[config.mk]
export PLATFORM = sky130hd
export DESIGN_NAME = jtag_axil_fetch
export DESIGN_NICKNAME = d
export VERILOG_FILES = /design/src/rtl/jtag_axil_fetch.sv
export SDC_FILE = /design/constraint.sdc
export NUM_CORES = 1
export LEC_CHECK = 0
export ABC_AREA = 1
export CAP_MARGIN = 20
export CORE_MARGIN = 5
export CORE_UTILIZATION = 35
export DETAILED_ROUTE_END_ITERATION = 8
export PLACE_DENSITY = 0.73
export SYNTH_ARGS = -nofsm -noshare
export SYNTH_HDL_FRONTEND = slang
export SYNTH_SLANG_ARGS = --single-unit
[constraint.sdc]
create_clock -name sclk -period 2.05 [get_ports sclk]
set_input_delay 0.3075 -clock sclk [delete_from_list [all_inputs] [get_ports sclk]]
set_output_delay 0.3075 -clock sclk [all_outputs]
set_load 0.01 [all_outputs]
[src/rtl/jtag_axil_fetch.sv]
// jtag_axil_fetch: AXI-lite master that keeps the JTAG slave's interrupt
// enable programmed, then on each interrupt reads STATUS, IR, DATLEN and the
// scan-data RAM window and emits the scan as a header word plus data words.
module jtag_axil_fetch #(
    parameter int          MAX_WORDS = 256,
    parameter logic [31:0] BASE_ADDR = 32'h0
) (
    input  logic        sclk,
    input  logic        reset_n,
    input  logic [1:0]  cfg_enable_i,
    input  logic        irq_i,
    output logic [31:0] m_axi_awaddr_o,
    output logic        m_axi_awvalid_o,
    input  logic        m_axi_awready_i,
    output logic [31:0] m_axi_wdata_o,
    output logic [3:0]  m_axi_wstrb_o,
    output logic        m_axi_wvalid_o,
    input  logic        m_axi_wready_i,
    input  logic [1:0]  m_axi_bresp_i,
    input  logic        m_axi_bvalid_i,
    output logic        m_axi_bready_o,
    output logic [31:0] m_axi_araddr_o,
    output logic        m_axi_arvalid_o,
    input  logic        m_axi_arready_i,
    input  logic [31:0] m_axi_rdata_i,
    input  logic [1:0]  m_axi_rresp_i,
    input  logic        m_axi_rvalid_i,
    output logic        m_axi_rready_o,
    output logic [31:0] m_tdata_o,
    output logic        m_tvalid_o,
    output logic        m_tlast_o,
    input  logic        m_tready_i,
    output logic        busy_o,
    output logic        err_o,
    output logic        trunc_o,
    output logic [15:0] frame_cnt_o
);

    typedef enum logic [3:0] {
        S_WR_EN, S_WR_B, S_IDLE, S_RD_STAT, S_RD_IR, S_RD_LEN, S_HDR, S_RD_DATA, S_DAT
    } state_t;

    // Sub-phase of a single AXI read: issue the address next cycle, wait arready, wait rvalid
    typedef enum logic [1:0] {RP_ISSUE, RP_ADDR, RP_DATA} rd_phase_t;

    localparam logic [16:0] MAX_WORDS_17 = 17'(MAX_WORDS);
    localparam logic [8:0]  MAX_WORDS_9  = 9'(MAX_WORDS);

    state_t      state_q, state_d;
    rd_phase_t   rd_phase_q, rd_phase_d;
    logic        wr_issued_q, wr_issued_d;
    logic        awvalid_q, awvalid_d, wvalid_q, wvalid_d, bready_q, bready_d;
    logic [31:0] awaddr_q, awaddr_d, wdata_q, wdata_d;
    logic        arvalid_q, arvalid_d, rready_q, rready_d;
    logic [31:0] araddr_q, araddr_d;
    logic [31:0] tdata_q, tdata_d;
    logic        tvalid_q, tvalid_d, tlast_q, tlast_d;
    logic        err_q, err_d, trunc_q, trunc_d;
    logic [15:0] frame_cnt_q, frame_cnt_d;
    logic [1:0]  shadow_q, shadow_d, holdoff_q, holdoff_d;
    logic [7:0]  ir_q, ir_d;
    logic [8:0]  words_q, words_d, idx_q, idx_d;

    logic        is_read, rd_done;
    logic [31:0] rd_offset;
    logic [16:0] len_words;

    // Data words needed to hold DATLEN bits, rounded up to whole 32-bit words
    assign len_words = ({1'b0, m_axi_rdata_i[15:0]} + 17'd31) >> 5;

    // Register offset for whichever read the current state performs
    always_comb begin
        is_read   = 1'b1;
        rd_offset = 32'h0;
        case (state_q)
            S_RD_STAT: rd_offset = 32'h0000_0004;
            S_RD_IR:   rd_offset = 32'h0000_0008;
            S_RD_LEN:  rd_offset = 32'h0000_000C;
            S_RD_DATA: rd_offset = 32'h0000_0400 + {21'b0, idx_q, 2'b00};
            default:   is_read   = 1'b0;
        endcase
    end

    // Next-state and registered-output computation for the whole fetch sequence
    always_comb begin
        state_d     = state_q;
        rd_phase_d  = rd_phase_q;
        wr_issued_d = wr_issued_q;
        awvalid_d   = awvalid_q;
        wvalid_d    = wvalid_q;
        bready_d    = bready_q;
        awaddr_d    = awaddr_q;
        wdata_d     = wdata_q;
        arvalid_d   = arvalid_q;
        rready_d    = rready_q;
        araddr_d    = araddr_q;
        tdata_d     = tdata_q;
        tvalid_d    = tvalid_q;
        tlast_d     = tlast_q;
        err_d       = err_q;
        trunc_d     = trunc_q;
        frame_cnt_d = frame_cnt_q;
        shadow_d    = shadow_q;
        holdoff_d   = holdoff_q;
        ir_d        = ir_q;
        words_d     = words_q;
        idx_d       = idx_q;
        rd_done     = 1'b0;

        if (is_read) begin
            case (rd_phase_q)
                RP_ISSUE: begin
                    arvalid_d  = 1'b1;
                    araddr_d   = BASE_ADDR + rd_offset;
                    rd_phase_d = RP_ADDR;
                end
                RP_ADDR: begin
                    if (m_axi_arready_i) begin
                        arvalid_d  = 1'b0;
                        rready_d   = 1'b1;
                        rd_phase_d = RP_DATA;
                    end
                end
                default: begin
                    if (m_axi_rvalid_i) begin
                        rready_d   = 1'b0;
                        rd_phase_d = RP_ISSUE;
                        rd_done    = 1'b1;
                        if (m_axi_rresp_i != 2'b00) err_d = 1'b1;
                    end
                end
            endcase
        end

        case (state_q)
            S_WR_EN: begin
                if (!wr_issued_q) begin
                    awvalid_d   = 1'b1;
                    wvalid_d    = 1'b1;
                    awaddr_d    = BASE_ADDR;
                    wdata_d     = {30'b0, cfg_enable_i};
                    wr_issued_d = 1'b1;
                end else begin
                    if (awvalid_q && m_axi_awready_i) awvalid_d = 1'b0;
                    if (wvalid_q && m_axi_wready_i) wvalid_d = 1'b0;
                    if (!awvalid_d && !wvalid_d) begin
                        shadow_d    = wdata_q[1:0];
                        wr_issued_d = 1'b0;
                        bready_d    = 1'b1;
                        state_d     = S_WR_B;
                    end
                end
            end
            S_WR_B: begin
                if (bready_q && m_axi_bvalid_i) begin
                    bready_d  = 1'b0;
                    if (m_axi_bresp_i != 2'b00) err_d = 1'b1;
                    holdoff_d = 2'd3;
                    state_d   = S_IDLE;
                end
            end
            S_IDLE: begin
                if (cfg_enable_i != shadow_q) begin
                    state_d = S_WR_EN;
                end else if (holdoff_q == 2'd0 && irq_i) begin
                    rd_phase_d = RP_ISSUE;
                    state_d    = S_RD_STAT;
                end else if (holdoff_q != 2'd0) begin
                    holdoff_d = holdoff_q - 2'd1;
                end
            end
            S_RD_STAT: begin
                if (rd_done) begin
                    if (m_axi_rdata_i[0]) begin
                        state_d = S_RD_IR;
                    end else begin
                        holdoff_d = 2'd3;
                        state_d   = S_IDLE;
                    end
                end
            end
            S_RD_IR: begin
                if (rd_done) begin
                    ir_d    = m_axi_rdata_i[7:0];
                    state_d = S_RD_LEN;
                end
            end
            S_RD_LEN: begin
                if (rd_done) begin
                    if (len_words > MAX_WORDS_17) begin
                        words_d = MAX_WORDS_9;
                        trunc_d = 1'b1;
                    end else begin
                        words_d = len_words[8:0];
                    end
                    tdata_d  = {m_axi_rdata_i[23:16], ir_q, m_axi_rdata_i[15:0]};
                    tlast_d  = (len_words == 17'd0);
                    tvalid_d = 1'b1;
                    state_d  = S_HDR;
                end
            end
            S_HDR: begin
                if (tvalid_q && m_tready_i) begin
                    tvalid_d = 1'b0;
                    tlast_d  = 1'b0;
                    if (tlast_q) begin
                        frame_cnt_d = frame_cnt_q + 16'd1;
                        holdoff_d   = 2'd3;
                        state_d     = S_IDLE;
                    end else begin
                        idx_d   = 9'd0;
                        state_d = S_RD_DATA;
                    end
                end
            end
            S_RD_DATA: begin
                if (rd_done) begin
                    tdata_d  = m_axi_rdata_i;
                    tlast_d  = (idx_q == words_q - 9'd1);
                    tvalid_d = 1'b1;
                    state_d  = S_DAT;
                end
            end
            S_DAT: begin
                if (tvalid_q && m_tready_i) begin
                    tvalid_d = 1'b0;
                    tlast_d  = 1'b0;
                    idx_d    = idx_q + 9'd1;
                    if (tlast_q) begin
                        frame_cnt_d = frame_cnt_q + 16'd1;
                        holdoff_d   = 2'd3;
                        state_d     = S_IDLE;
                    end else begin
                        state_d = S_RD_DATA;
                    end
                end
            end
            default: state_d = S_WR_EN;
        endcase
    end

    // State and output registers; reset restarts the sequence at the enable write
    always_ff @(posedge sclk or negedge reset_n) begin
        if (!reset_n) begin
            state_q     <= S_WR_EN;
            rd_phase_q  <= RP_ISSUE;
            wr_issued_q <= 1'b0;
            awvalid_q   <= 1'b0;
            wvalid_q    <= 1'b0;
            bready_q    <= 1'b0;
            awaddr_q    <= 32'h0;
            wdata_q     <= 32'h0;
            arvalid_q   <= 1'b0;
            rready_q    <= 1'b0;
            araddr_q    <= 32'h0;
            tdata_q     <= 32'h0;
            tvalid_q    <= 1'b0;
            tlast_q     <= 1'b0;
            err_q       <= 1'b0;
            trunc_q     <= 1'b0;
            frame_cnt_q <= 16'h0;
            shadow_q    <= 2'b00;
            holdoff_q   <= 2'd0;
            ir_q        <= 8'h0;
            words_q     <= 9'd0;
            idx_q       <= 9'd0;
        end else begin
            state_q     <= state_d;
            rd_phase_q  <= rd_phase_d;
            wr_issued_q <= wr_issued_d;
            awvalid_q   <= awvalid_d;
            wvalid_q    <= wvalid_d;
            bready_q    <= bready_d;
            awaddr_q    <= awaddr_d;
            wdata_q     <= wdata_d;
            arvalid_q   <= arvalid_d;
            rready_q    <= rready_d;
            araddr_q    <= araddr_d;
            tdata_q     <= tdata_d;
            tvalid_q    <= tvalid_d;
            tlast_q     <= tlast_d;
            err_q       <= err_d;
            trunc_q     <= trunc_d;
            frame_cnt_q <= frame_cnt_d;
            shadow_q    <= shadow_d;
            holdoff_q   <= holdoff_d;
            ir_q        <= ir_d;
            words_q     <= words_d;
            idx_q       <= idx_d;
        end
    end

    assign m_axi_awaddr_o  = awaddr_q;
    assign m_axi_awvalid_o = awvalid_q;
    assign m_axi_wdata_o   = wdata_q;
    assign m_axi_wstrb_o   = 4'hF;
    assign m_axi_wvalid_o  = wvalid_q;
    assign m_axi_bready_o  = bready_q;
    assign m_axi_araddr_o  = araddr_q;
    assign m_axi_arvalid_o = arvalid_q;
    assign m_axi_rready_o  = rready_q;
    assign m_tdata_o       = tdata_q;
    assign m_tvalid_o      = tvalid_q;
    assign m_tlast_o       = tlast_q;
    assign busy_o          = (state_q != S_IDLE);
    assign err_o           = err_q;
    assign trunc_o         = trunc_q;
    assign frame_cnt_o     = frame_cnt_q;

endmodule

==> results.yml, run 1 <==
power:
  power_density_mw_per_mm2: 977
  leakage_nw: 4.00
  total_power_mw: 7.73
  peakVddDrop_mv: 0.544
drt:
  vias: 5235
  viasPerCell: 4.48
  routed_wirelength_microns: 15500
  drc_errors: 0
  drt_iter0_drc: 351
  drt_pass1_iterations: 5
  wl_per_cell_microns: 13.3
  antenna_left: 0
global_route:
  grt_first_pass_wirelength_microns: 24800
  track_usage: 0.150
  grt_max_degree: 47
  antenna_found_initial: 0
  grt.overflow.total: 0
  grt_pass1_vias: 4915
floorplanning:
  core_area_sq_mm: 0.0174
  fp.dieH_microns: 144
  ios: 205
  die_area_sq_mm: 0.0206
  start_util: 0.359
  die_w_microns: 144
  placementRows: 48
cells_and_area:
  n_antenna_cell: 0
  syn2layout_area_growth_pct: 26.5
  post-route-util: 0.454
  drive_gt1_frac: 0.105
  final.fill_count: 1759
  fin_area_sq_mm: 0.00791
  nNetsFinal: 991
  instances_no_fill: 1169
timing:
  min_period_ns: 1.90
  slew_violations: 0
  final.period_utilization: 0.925
  hold_ws_ns: 0.445
  fmaxAchievable_ghz: 0.527
  hold_viol: 0
  fin_tns_setup_ns: 0
  rsz0062_at_grt: "true"
  finClkSkew_ns: 0.00739
  fin_ws_ns: 0.154
  setup_viol: 0
logic_synthesis:
  syn_inst: 793
  async_flop_share: 1.00
  syn-cell-area_sq_mm: 0.00625
  ys_warn_count: 0
  synth.distinct_cells: 39
  synth_edf_count: 0
  synth-seq-cells: 106
  ys_seq_area_frac: 0.425
  avgSynthCellArea_sq_um: 7.88
  synthFlopType: "dfrtp_1"
worst_setup_path:
  worstPathCellList: "buf_4, nor2_2, nand3_2, nand2_4, nand2_4, nor2_4, inv_2, nor3_2, nand2_1, xor2_1, nor2_1"
  critPathLaunch: "state_q[1]"
  r2r_slack_ns: 0.15
  cp_max_fo: 7
  path_common_cell: "nand2_4"
  reg2reg_depth: 11
  start_kind: "flip-flop"
  arrival_ns: 2.14
  worst-setup-path-type: "flip-flop to flip-flop"
  max_stage_delay_ns: 0.41
  cpMaxStageDelayCell: "dfrtp_1"
  cp-end-kind: "flip-flop"
  r2r_start: "state_q[1]"
  critPathRequiredTime_ns: 2.29
clocking:
  cts_tree: "done"
  clock_path_buffers: 2
  cts_root_buffer: "clkbuf_16"
  path_clk_slew_ns: 0.07
  insertion_delay_ns: 0.35
  cts_made_buffers: 9
  h-tree-depth: 3
  clock-sinks: 106
place:
  numPortBuffers: 116
  post-place-cells: 1149
  dp_slack_ns: -0.171
  routabilityCongestion: 0.913
  hpwl_microns: 12100
  placed_cell_area_sq_mm: 0.00755
run_status:
  outcome: "completed"
worst_hold_path:
  min_path_type: "input port to asynchronous set/reset pin"
job:
  maxCapViolCount: 0
==> synth_stat cells (5+ instances only) <==
library cell | number | area share
nand3_2 | 5 | 0.0080
nand3_1 | 33 | 0.026
xor2_1 | 12 | 0.017
inv_2 | 7 | 0.0042
nor2_2 | 6 | 0.0060
o31ai_2 | 11 | 0.022
o21ai_1 | 22 | 0.018
nor2_1 | 92 | 0.055
nor3_1 | 6 | 0.0048
inv_1 | 79 | 0.047
o21ai_0 | 25 | 0.020
buf_2 | 8 | 0.0064
a21oi_1 | 7 | 0.0056
nand4_1 | 11 | 0.011
buf_4 | 90 | 0.11
xnor2_1 | 11 | 0.015
nand2_1 | 210 | 0.13
o31ai_1 | 11 | 0.013
dfrtp_1 | 106 | 0.42
==> per-layer routing <==
metal	global-route usage	up-vias	part of all wire
met5	0	-	0
met4	0.0614	0	0.024
met3	0.0296	20	0.053
met2	0.238	140	0.46
met1	0.201	2443	0.46
li1	-	2632	-
==> power breakdown <==
| part | internal (mW) | total (mW) | switching, mW |
|---|---|---|---|
| Clock | 0.978 | 1.76 | 0.786 |
| Combinational | 1.35 | 2.97 | 1.63 |
| Sequential | 2.62 | 2.99 | 0.367 |
| Total | 4.95 | 7.73 | 2.78 |
==> path summary, 6_finish.rpt <==
kind | endpoint
max | idx_q[8]
min | m_tdata_o[15]
max reg2reg | idx_q[8]
min reg2reg | m_tdata_o[15]
max in group asynchronous | state_q[3]
min in group sclk | m_tdata_o[15]
==> critical path, delay by kind of cell (launching register included) <==
kind,cells,cell delay [ns]
buf+inv,2,0.22
xor+xnor,1,0.14
simple gates,8,1.01
flops,1,0.41
==> registers in the layout (all words and copies together) (netlist names), 2 cells and up <==
signal          cells
m_axi_wdata_o       2
rd_phase_q          2
ir_q                8
shadow_q            2
holdoff_q           2
m_axi_araddr_o     10
idx_q               9
frame_cnt_o        16
words_q             9
state_q             4
m_tdata_o          32
==> logic make-up after synthesis <==
group           share of synthesized area
xor+xnor                           0.0358
flops                               0.425
mux                               0.00180
buf+inv                             0.168
compound gates                     0.0913
simple gates                        0.269
fa+ha+maj                         0.00801
other cells                       0.00120
==> cells in the final DEF (no fill, tap or decap), types with 12 or more instances in the layout <==
| master | n |
|---|---|
| nor2_1 | 89 |
| buf_4 | 32 |
| conb_1 | 88 |
| o21ai_0 | 25 |
| inv_1 | 79 |
| nand3_1 | 33 |
| xor2_1 | 12 |
| clkdlybuf4s50_1 | 114 |
| dfrtp_1 | 105 |
| nand2_1 | 209 |
| o21ai_1 | 22 |
==> layout make-up <==
cell class	instances	area, sq um	share of cell area
Clock inverter	4	51.3	0.00649
Sequential cell	106	2650	0.336
Inverter	86	323	0.0408
Clock buffer	11	243	0.0307
Tap cell	225	282	0.0356
Multi-Input combinational cell	586	2890	0.366
Timing Repair Buffer	151	1460	0.185
==> what timing repair did <==
item / 4_1_cts / 5_1_grt
endpoints found under the setup margin: 1 / 22
resized for setup: 3 / 4
setup buffers: 1 / 3
hold buffers: 1 / 0
hold endpoints to repair: 30 / 0
pin swaps: 0 / 2
(Power assumes the default switching activity.)
==> run 2, diff against run 1 <==
GPL_ROUTABILITY_DRIVEN = 1   (was unset)
==> results of run 2 <==
Same layout as run 1: the final DEF is identical, and so are final timing and power.
